$ cat src/rtl/subn_serial.sv
// Bit-serial N-bit subtractor: one full-subtractor cell, LSB first, registered borrow,
// valid/ready handshakes on operand and result sides.
module subn_serial #(
  parameter int N = 32
) (
  input  logic         clk,
  input  logic         rst_n,
  input  logic         in_valid,
  output logic         in_ready,
  input  logic [N-1:0] a,
  input  logic [N-1:0] b,
  output logic         out_valid,
  input  logic         out_ready,
  output logic [N-1:0] diff,
  output logic         borrow,
  output logic         ovf
);
  localparam int CW = (N > 1) ? $clog2(N) : 1;

  typedef enum logic [1:0] {IDLE, RUN, DONE} state_t;

  state_t         state, state_nxt;
  logic [N-1:0]   a_sr, b_sr, diff_shift;
  logic [CW-1:0]  count;
  logic           br, br_nxt, a0, b0, d, last;

  assign a0     = a_sr[0];
  assign b0     = b_sr[0];
  assign d      = a0 ^ b0 ^ br;
  assign br_nxt = (~a0 & b0) | (~(a0 ^ b0) & br);
  assign last   = (count == CW'(N - 1));

  // New result bit enters at the MSB so diff is aligned after N shifts.
  generate
    if (N == 1) begin : g_one
      assign diff_shift = d;
    end else begin : g_many
      assign diff_shift = {d, diff[N-1:1]};
    end
  endgenerate

  assign in_ready  = (state == IDLE);
  assign out_valid = (state == DONE);

  always_comb begin
    state_nxt = state;
    case (state)
      IDLE:    if (in_valid)  state_nxt = RUN;
      RUN:     if (last)      state_nxt = DONE;
      DONE:    if (out_ready) state_nxt = IDLE;
      default:                state_nxt = IDLE;
    endcase
  end

  always_ff @(posedge clk or negedge rst_n) begin
    if (!rst_n) begin
      state  <= IDLE;
      a_sr   <= '0;
      b_sr   <= '0;
      diff   <= '0;
      count  <= '0;
      br     <= 1'b0;
      borrow <= 1'b0;
      ovf    <= 1'b0;
    end else begin
      state <= state_nxt;
      case (state)
        IDLE: if (in_valid) begin
          a_sr  <= a;
          b_sr  <= b;
          br    <= 1'b0;
          count <= '0;
        end
        RUN: begin
          a_sr  <= a_sr >> 1;
          b_sr  <= b_sr >> 1;
          diff  <= diff_shift;
          br    <= br_nxt;
          count <= count + CW'(1);
          // On the last edge a0/b0 are the operand sign bits and d is the result sign.
          if (last) begin
            borrow <= br_nxt;
            ovf    <= (a0 ^ b0) & (d ^ a0);
          end
        end
        default: ;
      endcase
    end
  end
endmodule
$ cat config.mk
export PLATFORM = sky130hd
export DESIGN_NAME = subn_serial
export DESIGN_NICKNAME = d
export VERILOG_FILES = /design/src/rtl/subn_serial.sv
export SDC_FILE = /design/constraint.sdc
export NUM_CORES = 1
export LEC_CHECK = 0
export ABC_AREA = 1
export CORE_ASPECT_RATIO = 0.6
export CORE_MARGIN = 2
export CORE_UTILIZATION = 45
export CTS_CLUSTER_DIAMETER = 200
export DETAILED_ROUTE_END_ITERATION = 16
export HOLD_SLACK_MARGIN = 0.12
export PLACE_DENSITY_LB_ADDON = 0.25
export SLEW_MARGIN = 20
export SYNTH_ARGS = -nofsm -noshare
export SYNTH_HDL_FRONTEND = slang
export SYNTH_SLANG_ARGS = --single-unit
$ cat constraint.sdc
create_clock -name clk -period 2.1 [get_ports clk]
set_input_delay 0.42 -clock clk [delete_from_list [all_inputs] [get_ports clk]]
set_output_delay 0.42 -clock clk [all_outputs]
set_load 0.01 [all_outputs]
# Word-level counts from Yosys, hierarchy flattened
# Cells that the tools add are included.
# word_totals
register_bits	106
elab_cells	41
output_inout_bits	36
inputBits	68
# op_classes
n_addsub	1
bitwise_logic	9
eq_ne	6
n_mux	12
reduce_logical	5
# ops
cell	count
$pmux 32 s2	2
$mux 32	2
$pmux 5 s2	1
$mux 2	3
$pmux 2 s3	1
$add 5x1->5 const B	1
$eq 5x5->1 const B	1
$mux 5	1
$ne 2x2->1 const B	2
$reduce_and 2->1	2
$and 1x1->1	3
$reduce_and 3->1	1
$xor 1x1->1	3
$eq 2x1->1 const B	1
$eq 2x2->1 const B	1
$logic_not 2->1	1
$ne 2x1->1 const B	1
$not 1->1	2
$pmux 1 s2	1
$reduce_bool 2->1	1
$mux 1	1
$or 1x1->1	1

# Longest topological paths before layout
# Gate-level depths: netlist of the first run.
# depth
ltp_word	5
ltp_mapped	9
depth_no_buf	9

# Worst setup path after synthesis of the first run
# No wires, ideal clock.
# synth_path
path_type	register -> register
start	reg a_sr[0]
end	reg ovf
period_less_slack_ns	1.417
path_stages_with_launch	6
setup_time_ns	0.117
t_arrival_ns	1.300
n_path_buf	0
setup_slack_ns	0.683
t_required_ns	1.983
cell_sequence	dfrtp_1 -> inv_1 -> fa_1 -> or2_2 -> nand3_1 -> nand2_1
# synth_between
elab_chain_cells	4
# synth_lines
element	line_no	text
start, declared	23	logic [N-1:0] a_sr, b_sr, diff_shift;
start signal, assigned	75	a_sr <= a_sr >> 1;
$xor 1x1->1	29, 83	
$xor 1x1->1	29	assign d = a0 ^ b0 ^ br;
$xor 1x1->1	83	ovf <= (a0 ^ b0) & (d ^ a0);
$and 1x1->1 *	83	
end signal, assigned	83	
end, declared	16	output logic ovf
# Every way passes the cells marked *; elsewhere a longest branch is shown, timed or not.
# A chain may end at the register's enable or synchronous reset.

# Worst setup path after layout of the first run
# layout_path
start	reg state[1]
end	out out_valid
# layout_between
elab_chain_cells	1
# layout_lines
element	line_no	text
start, declared	22	state_t state, state_nxt;
start signal, assigned	66	state <= state_nxt;
$eq 2x2->1	43	assign out_valid = (state == DONE);
end, declared	12	output logic out_valid,
# No other way between the ends.

==> results.toml, run 1 <==
[global_routing]
grt_pass1_vias = 3713
antenna_found_initial = 0
grt_usage = 0.216
gr-total-overflow = 0
grt_pass1_wl_mm = 18.8
met2_usage = 0.315
grt_max_degree = 63
use_met1 = 0.317
gr-max-usage-layer = "met1"
grtUsageMet3 = 0.0598

[place]
dp_cells = 743
gp_congestion = 0.784
place_area_um2 = 5800
place_hpwl_mm = 7.58
port_buffers = 103

[critical_path]
critPathKind = "reg2out"
crit_arrival_ps = 1560
end_kind = "output port"
path_max_fanout = 4
reg2regPathDepth = 6
cp_slowest_stage_delay_ps = 550
slowest_stage = "clkdlybuf4s50_1"
r2r_start = "state[1]$_DFFE_PN0P_"
startpoint_type = "flop"
reg2reg_to = "diff[28]$_DFFE_PN0P_"
required_ps = 1680
crit_chain = "inv_1, nor2_1, clkdlybuf4s50_1"
reg2reg_slack_ps = 480

[cts]
clkSlewWorstSetupHoldPaths_ps = 70
ctsResizeCount = 0
root_buffer = "clkbuf_16"
hold_buffers = 1
numCtsBuffers = 9
htree_levels = 3
clock-sinks = 106
clk_latency_ps = 350
cts_setup_buffers = 0
cts_tree = "built"
cts_buffer_depth = 2

[route]
via_count = 4064
wl_per_cell_um = 15.1
dr.pass1.iters = 5
ant_nets = 0
routed_wl_mm = 11.5
drt_drc_violations_left = 0
via_per_inst = 5.35
drt_iter0_markers = 299

[timing]
final_period_minus_worst_setup_slack_ps = 1980
rsz0062_at_grt = "no"
fin_crit_sh = 0.942
hold_viol = 0
max_slew_margin = 0.581
fin_setup_tns_ps = 0
max_freq_mhz = 506
skew_ps = 4.83
tightest_slew_ps = 628
setup_viol_count_final = 0
slew_violations = 0
hold_ws_ps = 450

[logic_synthesis]
synth_edf_count = 0
synthTopCellsByCount = "nand3_1, nand2_1, dfrtp_1, o21ai_0, buf_2"
yosys.area.top_type = "dfrtp_1"
synth-compound-area-share = 0.0393
synth_top_family_by_area = "simple AND/OR/NAND/NOR gates"
synthArstFlopShare = 1.00
synth_top_area_share = 0.570
synth_nets = 604
synth_seq_cells = 106
synth-adder-area-share = 0.0124
avgSynthCellArea_um2 = 8.74
synth_xor_area_frac = 0
synth.top_cells.by_area = "dfrtp_1, nand3_1, nand2_1, o21ai_0, buf_2"
synth_most_common_cell = "nand3_1"
postSynthCellCount = 532
yosys.area_share.simple = 0.316
syn-cell-area_um2 = 4650
seq_area_frac_synth = 0.570
synth_ff_type = "dfrtp_1"
synth.area.mux_share = 0
ys_warn_count = 0
ys_types = 18

[run_status]
status = "complete, no violations"

[cells_and_area]
drive_gt1_frac = 0.0592
synthToLayoutAreaGrowth_pct = 32.4
fin_cells = 760
final_util = 0.619
fillCellCount = 851
fin_nets = 692
diodes = 0
stdcell_area_um2 = 6160

[power]
p_per_area_nw_per_um2 = 1340
ir_drop_v = 0.000656
p_leak_nw = 2.81

[job]
cap_violations = 0

[min_path]
hold_path.class = "in2async"

[floorplanning]
die_h_um = 82.8
initial_core_util = 0.468
io-pin-count = 104
rows = 28
core_area_um2 = 9950
die-width_um = 135
die_area_um2 = 11200
## final cells by class
cell class	instances	area [um2]	area share
sequential	106	2650	0.431
multi-input combinational	363	1720	0.280
clock inverter	4	97.6	0.0158
timing repair buffer	119	1180	0.192
inverter	21	78.8	0.0128
clock buffer	12	256	0.0416
tap	135	169	0.0274
## layer usage
layer / routed length, um / up-vias
li1: - / 1960
met4: 154 / 0
met2: 4970 / 152
met1: 5420 / 1939
met5: 0 / -
met3: 922 / 13
## registers in the layout, summed over array words and instances, names as in the netlist
name and cells:
a_sr 32, ovf 1, borrow 1, b_sr 32, count 5, br 1
diff 32, state 2
## worst max path at each step
stage / from / end / slack [ps] / depth (start not counted)
after detailed placement: state[1]$_DFFE_PN0P_ / out_valid / 490 / 3
after global placement: state[1]$_DFFE_PN0P_ / out_valid / 500 / 3
after CTS: state[1]$_DFFE_PN0P_ / out_valid / 110 / 3
after global routing: state[1]$_DFFE_PN0P_ / out_valid / 10 / 3
final: state[1]$_DFFE_PN0P_ / out_valid / 120 / 3
after floorplan: a_sr[0]$_DFFE_PN0P_ / ovf$_DFFE_PN0P_ / 680 / 5
## worst max-delay path: cells and delay by family (launching register included)
kind                   cells  cell delay [ps]
DFF                        1              380
buffers and inverters      2              670
and+or+nand+nor            1              150
## through the flow
stage / setup slack [ps] / total power [mW]
after floorplan: 683 / 5.12
after global placement: 496 / 6.21
after detailed placement: 486 / 6.36
after CTS: 109 / 8.35
after global routing: 14.8 / 8.86
final: 122 / 8.27
## cells in the final DEF, fill, tap and decap left out, drive strengths merged
| master | synthesis | routed |
|---|---|---|
| bufinv | 0 | 3 |
| or2 | 1 | 1 |
| nand4 | 1 | 1 |
| clkbuf | 11 | 12 |
| nor2 | 6 | 6 |
| dlygate4sd3 | 0 | 1 |
| dfrtp | 106 | 106 |
| a21oi | 1 | 1 |
| nand3 | 197 | 197 |
| inv | 21 | 21 |
| buf | 31 | 17 |
| o31ai | 1 | 1 |
| nand2 | 118 | 118 |
| ha | 3 | 3 |
| fa | 1 | 1 |
| o21ai | 34 | 34 |
| clkinvlp | 0 | 1 |
| clkdlybuf4s50 | 0 | 101 |
## cells by family after synthesis
family                   count (synthesis)
AO/OA/AOI/OAI                           36
adder cells (fa/ha/maj)                  4
buffers and inverters                   63
flip-flops                             106
AND/OR/NAND/NOR                        323
## power by group
group | internal, mW | switching [mW]
sequential | 2.93 | 0.557
clock | 1.23 | 0.726
combinational | 1.29 | 1.53
Power figures use the tool's default switching activity.
==> inputs of run 2 (changes only) <==
--- a/config.mk
+++ b/config.mk
@@ -12,7 +12,7 @@
 export CTS_CLUSTER_DIAMETER = 200
 export DETAILED_ROUTE_END_ITERATION = 16
 export HOLD_SLACK_MARGIN = 0.12
-export PLACE_DENSITY_LB_ADDON = 0.25
+export PLACE_DENSITY = 0.73
 export SLEW_MARGIN = 20
 export SYNTH_ARGS = -nofsm -noshare
 export SYNTH_HDL_FRONTEND = slang
==> run 2 against run 1 <==
Combinational power hardly changed. Highest routed layer is now met5. Flip-flop and latch count did not move. Global-route usage shrank 0.21 points. Register-to-register slack got worse by 60 ps. Largest power group unchanged. Clock skew is 0.97 ps lower. Sequential share of layout area is 0.44 points higher. Final cell count down 0.39%. Worst setup slack improved by 12 ps. Non-clock buffer count fell by 3. Wire length up 0.17%. Largest cell class unchanged.
==> results.toml, run 2 (synthesized netlist as in run 1, its figures left out) <==
[global_routing]
grt_pass1_vias = 3770
grt_pass1_wl_mm = 18.5
gr-total-overflow = 0
grt_usage = 0.214
antenna_found_initial = 2
grt_max_degree = 63

[timing]
max_slew_margin = 0.591
slew_violations = 0
hold_viol = 0
fin_crit_sh = 0.936
final_period_minus_worst_setup_slack_ps = 1970
setup_slack_ps = 134
fin_setup_tns_ps = 0
tightest_slew_ps = 614
rsz0062_at_grt = "no"
setup_viol_count_final = 0
skew_ps = 3.86
max_freq_mhz = 509

[route]
dr.pass1.iters = 5
via_per_inst = 5.32
ant_nets = 0
routed.top_layer = "met5"
drt_drc_violations_left = 0
via_count = 4024
dr_wl_met2_mm = 5.03
wl_per_cell_um = 15.2
met3_length_um = 851
drt_iter0_markers = 363
drt-met1-wl_mm = 5.50
routed_wl_mm = 11.5

[floorplanning]
rows = 28
die_area_um2 = 11200
core_area_um2 = 9950
io-pin-count = 104
die_h_um = 82.8
die-width_um = 135
initial_core_util = 0.468

[power]
ir_drop_v = 0.000548
p_leak_nw = 2.77
p_per_area_nw_per_um2 = 1310

[cts]
clock-sinks = 106
clk_latency_ps = 340
numCtsBuffers = 9
root_buffer = "clkbuf_16"
cts_tree = "built"
ctsResizeCount = 0
htree_levels = 3
clkSlewWorstSetupHoldPaths_ps = 70
cts_setup_buffers = 0
cts_buffer_depth = 2

[place]
port_buffers = 103
place_hpwl_mm = 7.55
gp_congestion = 0.798
dp_slack_ps = 416

[cells_and_area]
drive_gt1_frac = 0.0515
fin_nets = 689
final_common_cell = "nand3_1"
final_cell_mix = "nand3_1, nand2_1, dfrtp_1, clkdlybuf4s50_1, o21ai_0"
reg.largest.list = "a_sr x32, b_sr x32, diff x32"
final_util = 0.613
synthToLayoutAreaGrowth_pct = 31.1

[critical_path]
critPathKind = "reg2out"
path_buf_inv = 1
path_max_fanout = 4
required_ps = 1680
startpoint_type = "flop"
slowest_stage = "clkdlybuf4s50_1"
crit_chain = "nor2_4, clkdlybuf4s50_1"
crit_arrival_ps = 1550
path_delay_family = "buffers and inverters"
end_kind = "output port"
cp_slowest_stage_delay_ps = 560

[run_status]
status = "complete, no violations"

[job]
cap_violations = 0

[min_path]
hold_path.class = "reg2reg"
-- run 2: cell types whose count changed in the layout (fill, tap and decap cells not counted), sizes merged --
cell and change:
buf -3, bufinv -2, clkinv +2, clkinvlp -1, diode +1
-- run 2: path summary, 6_finish.rpt --
path / from / to / slack, ps / cells past startpoint
max in group asynchronous: rst_n / diff[7]$_DFFE_PN0P_ / 920 / 3
worst min-delay path: a_sr[18]$_DFFE_PN0P_ / a_sr[17]$_DFFE_PN0P_ / 480 / 2
worst max register to register: state[1]$_DFFE_PN0P_ / a_sr[28]$_DFFE_PN0P_ / 420 / 6
min in group asynchronous: rst_n / diff[22]$_DFFE_PN0P_ / 600 / 2
worst max-delay path: state[0]$_DFFE_PN0P_ / in_ready / 130 / 2
worst min register to register: a_sr[18]$_DFFE_PN0P_ / a_sr[17]$_DFFE_PN0P_ / 480 / 2
-- run 2: metrics by stage --
stage,hold slack (ps),instances,cell area [um2],power (mW)
floorplan,124,532,4650,5.12
global placement,428,740,5800,6.20
detailed placement,433,740,5800,6.36
CTS,493,756,6090,8.05
global route,512,756,6090,8.58
finish,485,757,6100,8.00
-- run 2: layer usage --
metal	global-route usage	up-vias
li1	-	1954
met1	0.313	1909
met2	0.317	146
met3	0.0562	13
met4	0.0573	2
met5	0	-
-- run 2: final cells by class --
| class | count | area (um2) |
|---|---|---|
| timing repair buffer | 116 | 1190 |
| antenna | 1 | 2.50 |
| clock buffer | 12 | 246 |
| fill | 875 | 3850 |
| tap | 135 | 169 |
| inverter | 21 | 78.8 |
| multi-input combinational | 363 | 1720 |
| clock inverter | 3 | 40.0 |
| sequential | 106 | 2650 |
-- run 2: where the power goes --
part / internal [mW] / switching [mW] / total, mW
Combinational: 1.30 / 1.54 / 2.84
Clock: 0.948 / 0.716 / 1.66
Sequential: 2.93 / 0.565 / 3.50
-- run 2: worst reg2reg max path: cells and delay by family, from the launching register on --
family,cells,cell delay [ps]
flops,1,410
simple gates,3,350
buf+inv,3,850
-- run 2: timing repair --
item	CTS	global route
endpoints found under the setup margin	0	0
endpoints found under the hold margin	36	0
hold buffers	1	0
==> inputs of run 3 (changes only) <==
--- a/config.mk
+++ b/config.mk
@@ -12,7 +12,8 @@
 export CTS_CLUSTER_DIAMETER = 200
 export DETAILED_ROUTE_END_ITERATION = 16
 export HOLD_SLACK_MARGIN = 0.12
-export PLACE_DENSITY = 0.73
+export MAX_ROUTING_LAYER = met4
+export PLACE_DENSITY = 0.77
 export SLEW_MARGIN = 20
 export SYNTH_ARGS = -nofsm -noshare
 export SYNTH_HDL_FRONTEND = slang
==> run 3 against run 2 <==
Clock skew grew 0.89 ps. Cell area shrank 0.47%. Wire length shrank 3.9%. Combinational power is essentially flat. Die area is the same. Global-route usage grew 0.31 points.
==> results.toml, run 3 (synthesized netlist as in run 1, its figures left out) <==
[cells_and_area]
final_util = 0.610
fin_nets = 687
synthToLayoutAreaGrowth_pct = 30.4
final_cell_mix = "nand3_1, nand2_1, dfrtp_1, clkdlybuf4s50_1, o21ai_0"
reg.largest.list = "a_sr x32, b_sr x32, diff x32"
final_common_cell = "nand3_1"
drive_gt1_frac = 0.0484
stdcell_area_um2 = 6070
fillCellCount = 868

[cts]
hold_buffers = 1
cts_buffer_depth = 2
cts_setup_buffers = 0
clkSlewWorstSetupHoldPaths_ps = 70
root_buffer = "clkbuf_16"
clk_latency_ps = 340
numCtsBuffers = 9
htree_levels = 3
clock-sinks = 106
ctsResizeCount = 0
cts_tree = "built"

[place]
gp_congestion = 0.815
dp_slack_ps = 474
place_area_um2 = 5770
place_hpwl_mm = 7.37
port_buffers = 103

[critical_path]
crit_chain = "inv_1, nor2_1, clkdlybuf4s50_1"
r2r_start = "state[1]$_DFFE_PN0P_"
critPathKind = "reg2out"
startpoint_type = "flop"
path_max_fanout = 4
slowest_stage = "clkdlybuf4s50_1"
reg2reg_slack_ps = 520
reg2reg_to = "diff[23]$_DFFE_PN0P_"
crit_arrival_ps = 1550
cp_slowest_stage_delay_ps = 560
end_kind = "output port"
required_ps = 1680
reg2regPathDepth = 6

[route]
dr.pass1.iters = 6
drt_iter0_markers = 342
via_per_inst = 5.29
ant_nets = 0
drt_drc_violations_left = 0
routed_wl_mm = 11.0
via_count = 3999
wl_per_cell_um = 14.6

[timing]
rsz0062_at_grt = "no"
setup_slack_ps = 126
fin_crit_sh = 0.940
hold_viol = 0
tightest_slew_ps = 614
fin_setup_tns_ps = 0
skew_ps = 4.75
slew_violations = 0
setup_viol_count_final = 0
max_freq_mhz = 507
max_slew_margin = 0.591
final_period_minus_worst_setup_slack_ps = 1970

[floorplanning]
initial_core_util = 0.468
die_h_um = 82.8
rows = 28
core_area_um2 = 9950
io-pin-count = 104
die_area_um2 = 11200
die-width_um = 135

[power]
p_leak_nw = 2.75
power.total_mw = 7.90
ir_drop_v = 0.000523
p_per_area_nw_per_um2 = 1300

[min_path]
hold_depth = 2
hold_path.class = "reg2reg"
min-delay-start = "b_sr[29]$_DFFE_PN0P_"
whs_endpoint = "b_sr[28]$_DFFE_PN0P_"

[job]
cap_violations = 0

[run_status]
status = "complete, no violations"

[global_routing]
gr-total-overflow = 0
antenna_found_initial = 1
grt_usage = 0.217
grt_pass1_vias = 3758
grt_pass1_wl_mm = 18.3
grt_max_degree = 64
==> run 3: cell count changes in the layout (fill, tap and decap cells not counted) <==
cell,previous run,this run
buf_4,8,7
clkbuf_8,1,3
bufinv_16,1,0
clkinv_2,2,0
clkbuf_1,2,3
clkinvlp_4,0,1
buf_12,5,4
==> run 3: final cells by class <==
type | count | area, um2 | share of cell area
multi-input cells | 363 | 1720 | 0.284
clock buffers | 15 | 278 | 0.0458
diodes | 1 | 2.50 | 0.000412
clock inverters | 1 | 7.51 | 0.00124
flip-flops and latches | 106 | 2650 | 0.437
inverters | 21 | 78.8 | 0.0130
repair buffers | 114 | 1160 | 0.191
well taps | 135 | 169 | 0.0278
==> run 3: how the worst max path moves through the flow <==
stage | startpoint | end | slack (ps) | cells after the start
global placement | state[1]$_DFFE_PN0P_ | out_valid | 500 | 3
detailed placement | state[1]$_DFFE_PN0P_ | out_valid | 470 | 3
finish | state[1]$_DFFE_PN0P_ | out_valid | 130 | 3
CTS | state[1]$_DFFE_PN0P_ | out_valid | 100 | 3
floorplan | a_sr[0]$_DFFE_PN0P_ | ovf$_DFFE_PN0P_ | 680 | 5
global route | state[1]$_DFFE_PN0P_ | out_valid | 60 | 3
==> run 3: layer usage <==
layer,wire length (um),GRT usage,vias to the layer above
li1,-,-,1956
met2,4860,0.320,131
met5,0,-,-
met1,5200,0.293,1903
met4,110,0.0458,0
met3,866,0.0763,9
==> run 3: worst max-delay path, delay by kind of cell, from the launching register on <==
family                 cells  cell delay, ps
buffers and inverters      2             690
DFF                        1             390
and+or+nand+nor            1             140
==> run 3: power by group <==
group	switching, mW	total [mW]	internal, mW
clock network	0.694	1.60	0.903
registers	0.553	3.49	2.93
logic	1.53	2.82	1.29
==> run 3: metrics by stage <==
| stage | hold WS (ps) | std cells |
|---|---|---|
| 2_1_floorplan | 124 | 532 |
| 3_3_place_gp | 367 | 738 |
| 3_5_place_dp | 371 | 738 |
| 4_1_cts | 496 | 755 |
| 5_1_grt | 510 | 756 |
| 6_report | 497 | 756 |
